--- src/rtl/bcd_pkg.sv ---
// Shared definitions for the BCD <-> binary conversion blocks.
package bcd_pkg;

  localparam int BCD_DIGIT_W        = 4;
  localparam int DEFAULT_NUM_DIGITS = 10;

  // Reverse double-dabble correction: after each right shift, a digit that
  // picked up the carried-in half-weight bit (>= 8) is pulled back by 3.
  localparam int BCD_CORR_THRESH = 8;
  localparam int BCD_CORR_VAL    = 3;

  // Forward (binary-to-BCD) counterparts, kept beside the reverse constants.
  localparam int BIN2BCD_CORR_THRESH = 5;
  localparam int BIN2BCD_CORR_VAL    = 3;

  typedef enum logic [1:0] {
    ST_IDLE  = 2'd0,
    ST_SHIFT = 2'd1,
    ST_DONE  = 2'd2
  } conv_state_e;

  // A BCD digit is only legal in the range 0..9.
  function automatic logic digit_invalid(input logic [BCD_DIGIT_W-1:0] d);
    return (d > 4'd9);
  endfunction

endpackage

--- src/rtl/bcd_rdd_step.sv ---
// One combinational reverse double-dabble step: shift {bcd, bin} right by one,
// then correct every BCD digit that reached 8 or more by subtracting 3.
// The bin LSB falls off the end of the shift, so only the surviving upper
// bits of bin are taken as input; the full shifted bin is returned.
module bcd_rdd_step
  import bcd_pkg::*;
#(
  parameter int NUM_DIGITS = DEFAULT_NUM_DIGITS
) (
  input  logic [BCD_DIGIT_W*NUM_DIGITS-1:0] bcd_i,
  input  logic [BCD_DIGIT_W*NUM_DIGITS-2:0] bin_hi_i,
  output logic [BCD_DIGIT_W*NUM_DIGITS-1:0] bcd_o,
  output logic [BCD_DIGIT_W*NUM_DIGITS-1:0] bin_o
);

  localparam int W = BCD_DIGIT_W * NUM_DIGITS;

  logic [W-1:0] bcd_shift;

  assign bcd_shift = {1'b0, bcd_i[W-1:1]};
  assign bin_o     = {bcd_i[0], bin_hi_i};

  // Per-digit correction, no borrow between digits.
  for (genvar gi = 0; gi < NUM_DIGITS; gi++) begin : g_digit
    logic [BCD_DIGIT_W-1:0] nib;
    assign nib = bcd_shift[gi*BCD_DIGIT_W +: BCD_DIGIT_W];
    assign bcd_o[gi*BCD_DIGIT_W +: BCD_DIGIT_W] =
        (nib >= BCD_DIGIT_W'(BCD_CORR_THRESH)) ? nib - BCD_DIGIT_W'(BCD_CORR_VAL) : nib;
  end

endmodule

--- src/rtl/bcd_to_binary.sv ---
// Sequential BCD-to-binary converter (reverse double-dabble, one shift per
// clock). Flags illegal digits and results wider than OUT_WIDTH.
module bcd_to_binary
  import bcd_pkg::*;
#(
  parameter int NUM_DIGITS = DEFAULT_NUM_DIGITS,
  parameter int OUT_WIDTH  = 32
) (
  input  logic                              clk_i,
  input  logic                              rst_i,
  input  logic                              start_i,
  input  logic [BCD_DIGIT_W*NUM_DIGITS-1:0] bcd_i,
  output logic                              busy_o,
  output logic                              done_o,
  output logic [OUT_WIDTH-1:0]              binary_o,
  output logic                              overflow_o,
  output logic                              invalid_o
);

  localparam int BIN_W = BCD_DIGIT_W * NUM_DIGITS;
  localparam int CNT_W = $clog2(BIN_W) + 1;
  localparam logic [CNT_W-1:0] CNT_LAST = CNT_W'(BIN_W - 1);

  conv_state_e          state_q, state_d;
  logic [BIN_W-1:0]     bcd_q, bcd_d;
  // bin LSB is never read again once shifted out, so only the upper bits are kept.
  logic [BIN_W-2:0]     bin_q, bin_d;
  logic [CNT_W-1:0]     cnt_q, cnt_d;
  logic [OUT_WIDTH-1:0] binary_q, binary_d;
  logic                 overflow_q, overflow_d;
  logic                 invalid_q, invalid_d;
  logic                 done_q, done_d;

  logic [BIN_W-1:0]      step_bcd;
  logic [BIN_W-1:0]      step_bin;
  logic                  step_ovf;
  logic [NUM_DIGITS-1:0] digit_bad;
  logic                  in_invalid;

  bcd_rdd_step #(
    .NUM_DIGITS (NUM_DIGITS)
  ) u_step (
    .bcd_i    (bcd_q),
    .bin_hi_i (bin_q),
    .bcd_o    (step_bcd),
    .bin_o    (step_bin)
  );

  // Input validity is checked on the raw bus at the accepting edge.
  for (genvar gi = 0; gi < NUM_DIGITS; gi++) begin : g_chk
    assign digit_bad[gi] = digit_invalid(bcd_i[gi*BCD_DIGIT_W +: BCD_DIGIT_W]);
  end
  assign in_invalid = |digit_bad;

  // Anything left above OUT_WIDTH after the final shift is overflow.
  if (OUT_WIDTH < BIN_W) begin : g_ovf
    assign step_ovf = |step_bin[BIN_W-1:OUT_WIDTH];
  end else begin : g_no_ovf
    assign step_ovf = 1'b0;
  end

  // Next-state, datapath and result-capture logic.
  always_comb begin
    state_d    = state_q;
    bcd_d      = bcd_q;
    bin_d      = bin_q;
    cnt_d      = cnt_q;
    binary_d   = binary_q;
    overflow_d = overflow_q;
    invalid_d  = invalid_q;
    done_d     = 1'b0;
    case (state_q)
      ST_IDLE: begin
        if (start_i) begin
          bcd_d = bcd_i;
          bin_d = '0;
          cnt_d = '0;
          if (in_invalid) begin
            state_d    = ST_DONE;
            done_d     = 1'b1;
            binary_d   = '0;
            overflow_d = 1'b0;
            invalid_d  = 1'b1;
          end else begin
            state_d = ST_SHIFT;
          end
        end
      end
      ST_SHIFT: begin
        bcd_d = step_bcd;
        bin_d = step_bin[BIN_W-1:1];
        cnt_d = cnt_q + 1'b1;
        if (cnt_q == CNT_LAST) begin
          state_d    = ST_DONE;
          done_d     = 1'b1;
          binary_d   = step_bin[OUT_WIDTH-1:0];
          overflow_d = step_ovf;
          invalid_d  = 1'b0;
        end
      end
      ST_DONE: begin
        state_d = ST_IDLE;
      end
      default: begin
        state_d = ST_IDLE;
      end
    endcase
  end

  // State and datapath registers with synchronous reset.
  always_ff @(posedge clk_i) begin
    if (rst_i) begin
      state_q    <= ST_IDLE;
      bcd_q      <= '0;
      bin_q      <= '0;
      cnt_q      <= '0;
      binary_q   <= '0;
      overflow_q <= 1'b0;
      invalid_q  <= 1'b0;
      done_q     <= 1'b0;
    end else begin
      state_q    <= state_d;
      bcd_q      <= bcd_d;
      bin_q      <= bin_d;
      cnt_q      <= cnt_d;
      binary_q   <= binary_d;
      overflow_q <= overflow_d;
      invalid_q  <= invalid_d;
      done_q     <= done_d;
    end
  end

  assign busy_o     = (state_q == ST_SHIFT);
  assign done_o     = done_q;
  assign binary_o   = binary_q;
  assign overflow_o = overflow_q;
  assign invalid_o  = invalid_q;

endmodule

--- config.mk ---
export PLATFORM = sky130hd
export DESIGN_NAME = bcd_to_binary
export DESIGN_NICKNAME = d
export VERILOG_FILES = /design/src/rtl/bcd_pkg.sv /design/src/rtl/bcd_rdd_step.sv /design/src/rtl/bcd_to_binary.sv
export SDC_FILE = /design/constraint.sdc
export NUM_CORES = 1
export LEC_CHECK = 0
export BUFFER_PORTS_ARGS = -buffer_cell sky130_fd_sc_hd__buf_2
export CAP_MARGIN = 40
export CELL_PAD_IN_SITES_DETAIL_PLACEMENT = 1
export CELL_PAD_IN_SITES_GLOBAL_PLACEMENT = 1
export CORE_MARGIN = 1.5
export CORE_UTILIZATION = 46
export CTS_CLUSTER_SIZE = 28
export DETAILED_ROUTE_END_ITERATION = 6
export PLACE_DENSITY_LB_ADDON = 0.1
export SYNTH_ARGS = -nofsm -noshare
export SYNTH_HDL_FRONTEND = slang
export SYNTH_SLANG_ARGS = --single-unit
--- constraint.sdc ---
create_clock -name clk_i -period 3.22 [get_ports clk_i]
set_input_delay 0.644 -clock clk_i [delete_from_list [all_inputs] [get_ports clk_i]]
set_output_delay 0.644 -clock clk_i [all_outputs]
set_load 0.05 [all_outputs]
# After elaboration in Yosys (flattened, before gate mapping)
# Index checks and enable logic that the tools add are counted.
# W data, S select, Z words.
dict set report totals {
  wordCells 87
  inputBits 43
  output_inout_bits 36
  regBits 123
}
dict set report classes {
  add_sub_neg 11
  reduce_logical 7
  order_cmp 20
  mux 36
  n_eq_ne 5
}
# operator n
set ops {}
lappend ops {{$mux W32} 3}
lappend ops {{$pmux W40 S2} 1}
lappend ops {{$pmux W39 S2} 1}
lappend ops {{$pmux W32 S2} 1}
lappend ops {{$gt A4 B4 Y1 const B} 10}
lappend ops {{$mux W4} 10}
lappend ops {{$mux W40} 1}
lappend ops {{$mux W39} 1}
lappend ops {{$ge A4 B4 Y1 const B} 9}
lappend ops {{$sub A4 B2 Y4 const B} 9}
lappend ops {{$pmux W7 S2} 1}
lappend ops {{$reduce_or A10 Y1} 1}
lappend ops {{$mux W1} 9}
lappend ops {{$reduce_or A8 Y1} 1}
lappend ops {{$add A7 B1 Y7 const B} 1}
lappend ops {{$eq A7 B6 Y1 const B} 1}
lappend ops {{$mux W7} 1}
lappend ops {{$mux W2} 3}
lappend ops {{$pmux W1 S2} 3}
lappend ops {{$ge A3 B4 Y1 const B} 1}
lappend ops {{$ne A2 B2 Y1 const B} 2}
lappend ops {{$pmux W2 S2} 1}
lappend ops {{$reduce_and A2 Y1} 2}
lappend ops {{$reduce_and A4 Y1} 1}
lappend ops {{5 further kinds} 5}

# Logic depth before layout (Yosys ltp)
dict set report depth {
  word_depth 5
  mapped_depth 7
}

# Modules after synthesis
# Synthesis repeated with hierarchy kept, for this count alone.
dict set report unflattened {
  hier_cells 727
  hier_area_um2 5906.9
}
# module area_per_inst_um2 cells_per_inst seq_area_each_um2 n_inst
set by_module_without_submodules {}
lappend by_module_without_submodules {bcd_to_binary 4885.9 583 2462.4 1}
lappend by_module_without_submodules {bcd_rdd_step 1021.0 144 0.0 1}

# Least setup slack after synthesis
# OpenSTA, ideal clock, no wires.
dict set report synth_timing {
  path_type {register to output}
  from {register state_q[1]}
  to {output port busy_o}
  path_buffers 3
  arrival_ps 1631
  required_ps 2576
  stages_incl_launch_ff 6
  setup_slack_ps 945
  path_cell_list {dfxtp_1 nand2b_1 buf_2 clkinv_1 clkbuf_1 clkbuf_1}
}
dict set report synth_via {
  elab_chain_cells 1
}
# element line
set synth_lines {}
lappend synth_lines {{start, declared} bcd_to_binary.sv:24} ;# conv_state_e state_q, state_d;
lappend synth_lines {{start signal, assigned} bcd_to_binary.sv:122} ;# state_q <= state_d;
lappend synth_lines {{$eq A2 B1 Y1} bcd_to_binary.sv:133} ;# assign busy_o = (state_q == ST_SHIFT);
lappend synth_lines {{end, declared} bcd_to_binary.sv:13} ;# output logic busy_o,
# No other way between the ends.

# Worst setup path after layout
# Same ends and word-level chain as after synthesis.

==> impl_metrics.ini <==
[placed_design]
place_congestion = 0.755
place_area_um2 = 5900
hpwl_um = 9150
io_buffer_count = 78
place_ws_ns = 1.03
dp.cells = 802

[yosys]
ys_types = 36
synthFlopType = dfxtp_1
seq_area_frac_synth = 0.455
ys_ff_latch = 123
synthesis.instances = 616
ys_warn_count = 0
synth_top_area_share = 0.455
synthArstFlopShare = 0
syn_nets = 678
synth_top_cell_by_area = dfxtp_1
synth_edf_count = 0
syn_avg_cell_area_um2 = 8.79
syn_area_um2 = 5410
synthTopCellsByArea = dfxtp_1 (45%), nand2_1 (5.6%), a22oi_1 (5.5%)

[setup_path]
startpoint = state_q[1]
ff2ff_path_depth = 6
end_kind = output pin
crit_end = busy_o
critPathArrivalTime_ns = 1.70
crit_path_top_delay_cell = dfxtp_1
rrSetupSlack_ns = 1.07
r2r-end = binary_o[8]
cp_slowest_stage_delay_ns = 0.42
crit_cells = 3
path_delay_family = buffers and inverters
critPathBufInv = 2
cp_max_fo = 20
worstReg2RegStart = cnt_q[0]
required_ns = 2.58
crit_path_start_kind = register
crit_type = reg2out
cp_cell_sequence = nand2b_1 -> inv_2 -> buf_2

[pwr]
p_clk_frac = 0.526
p_sw_frac = 0.220
p_sw_mw = 0.869
pwr-share-seq = 0.407
pwr-share-comb = 0.067
p_int_mw = 3.07
vdd_drop_max_mv = 0.329
power_leakage_nw = 2.44
power_density_nw_per_um2 = 603

[floorplan]
fp.dieH_um = 111
fp-row-count = 39
initial_core_util = 0.472
dieArea_um2 = 12400
num_io_pins = 79
dieWidth_um = 111
core-area_um2 = 11500

[route]
drc = 0
drt_first_iter_violations = 240
ant_nets = 0
vias = 4718
wl_per_cell_um = 17.1
drtPass1Iterations = 4
wl_um = 14300
vias_per_cell = 5.66

[finish]
multi_input_area_um2 = 2690
layoutNonFillerInstCount = 833
drive_gt1_frac = 0.175
area_delta_synth_final_pct = 20.8
fill_cells = 1353
layout_commonest_cell = dfxtp_1
seq_area_um2 = 2460
design_area_um2 = 6540
final_cell_mix = dfxtp_1 (123), nand2_1 (81), buf_2 (77), nor2_1 (62), nand2b_1 (44)
antennaDiodeCount = 0
nets = 740

[clock_network]
clkSinkCount = 123
h-tree-depth = 4
cts_root_buf = clkbuf_16
post_cts_buffers = 0
clk_pin_slew_ns = 0.05
cts_hold_buf = 0
cts_inserted_buffers = 17
cts_resized = 0
clkLatencyLatePin_ns = 0.41
cts_tree = yes
cts_buffer_depth = 2

[timing]
max_slew.worst_pin.slew_ns = 0.815
finalSetupViolCount = 0
slew_violations = 0
fin_tns_setup_ns = 0
setup_ws_ns = 0.875
rsz0062_at_grt = false
fin_crit_sh = 0.728
fin_crit_ns = 2.35
maxSlewHeadroom = 0.455
fmax_ghz = 0.426
fin_skew_ns = 0.00455
timing_hold_violations_final = 0

[grt]
grt_pass1_wl_um = 23800
grt_usage = 0.237
antenna_found_initial = 1
overflow = 0
grt_max_degree = 84
grt_pass1_vias = 4885

[job]
drv_cap = 0

[status]
outcome = finished clean

[min_path]
hold_class = reg2reg
metrics by stage:
step	power, mW	hold WS (ns)	utilization
global placement	1.88	0.453	0.515
finish	3.94	0.462	0.570
floorplan	1.80	0.433	-
CTS	3.97	0.470	0.570
global route	4.07	0.488	0.570
detailed placement	1.90	0.461	0.515
kinds of logic (layout without fill, tap and decap cells):
group | Yosys count | count (layout) | synth area share
and+or+nand+nor | 204 | 204 | 0.171
xor gates and xnor gates | 18 | 18 | 0.0291
buffers and inverters | 67 | 141 | 0.0515
DFF | 123 | 123 | 0.455
adders and majority gates | 19 | 19 | 0.0439
AOI/OAI and AO/OA | 185 | 185 | 0.250
metal layers:
layer	routed length [um]	part of all wire	global-route usage
met2	7210	0.51	0.411
met1	6410	0.45	0.292
met3	462	0.032	0.0430
met4	183	0.013	0.0903
met5	0	0	0
power by group through the flow:
stage	registers [mW]	logic [mW]	clock network [mW]
detailed placement	1.63	0.261	0
global route	1.61	0.291	2.17
global placement	1.63	0.251	0
finish	1.60	0.263	2.08
floorplan	1.63	0.174	0
CTS	1.60	0.266	2.10
worst register-to-register path, stage by stage (launching register included):
cell,delay [ns]
dfxtp_1,0.38
ha_1,0.23
nand3_1,0.15
nor4_1,0.48
nor3b_4,0.27
buf_4,0.37
o2bb2ai_1,0.19
synth_stat cells (2+ instances only):
| master | number |
|---|---|
| o2bb2ai_1 | 33 |
| inv_1 | 19 |
| nor2_1 | 63 |
| xnor2_1 | 18 |
| o221ai_1 | 9 |
| nand3_1 | 4 |
| a21oi_1 | 39 |
| ha_1 | 19 |
| a211oi_1 | 2 |
| dfxtp_1 | 123 |
| o21ai_0 | 13 |
| nand2_1 | 81 |
| clkbuf_1 | 39 |
| nor4_1 | 3 |
| nor2b_1 | 2 |
| buf_6 | 3 |
| a311oi_1 | 15 |
| a22oi_1 | 40 |
| nand2b_1 | 44 |
| buf_2 | 4 |
| and4_1 | 2 |
| o211ai_1 | 27 |
area by class of cell:
type                    instances  area share
clock buffers                  24      0.0721
clock inverters                 7      0.0249
repair buffers                 90      0.0758
flip-flops and latches        123       0.377
multi-input cells             426       0.412
inverters                      20      0.0115
well taps                     143      0.0274
worst min-delay path by stage:
stage                  from            to  slack (ns)  cells after the start
3_5_place_dp   binary_o[10]  binary_o[10]        0.46                      2
6_report        binary_o[1]   binary_o[1]        0.46                      2
5_1_grt        binary_o[12]  binary_o[12]        0.49                      2
2_1_floorplan      bin_q[0]   binary_o[0]        0.43                      1
3_3_place_gp   binary_o[26]  binary_o[26]        0.45                      2
4_1_cts        binary_o[16]  binary_o[16]        0.47                      2
sequential cells by signal, indices dropped and copies added, names as in the netlist:
signal / cells
bcd_q: 40
invalid_o: 1
state_q: 2
binary_o: 32
overflow_o: 1
done_o: 1
bin_q: 39
cnt_q: 7
Power figures use the tool's default switching activity.
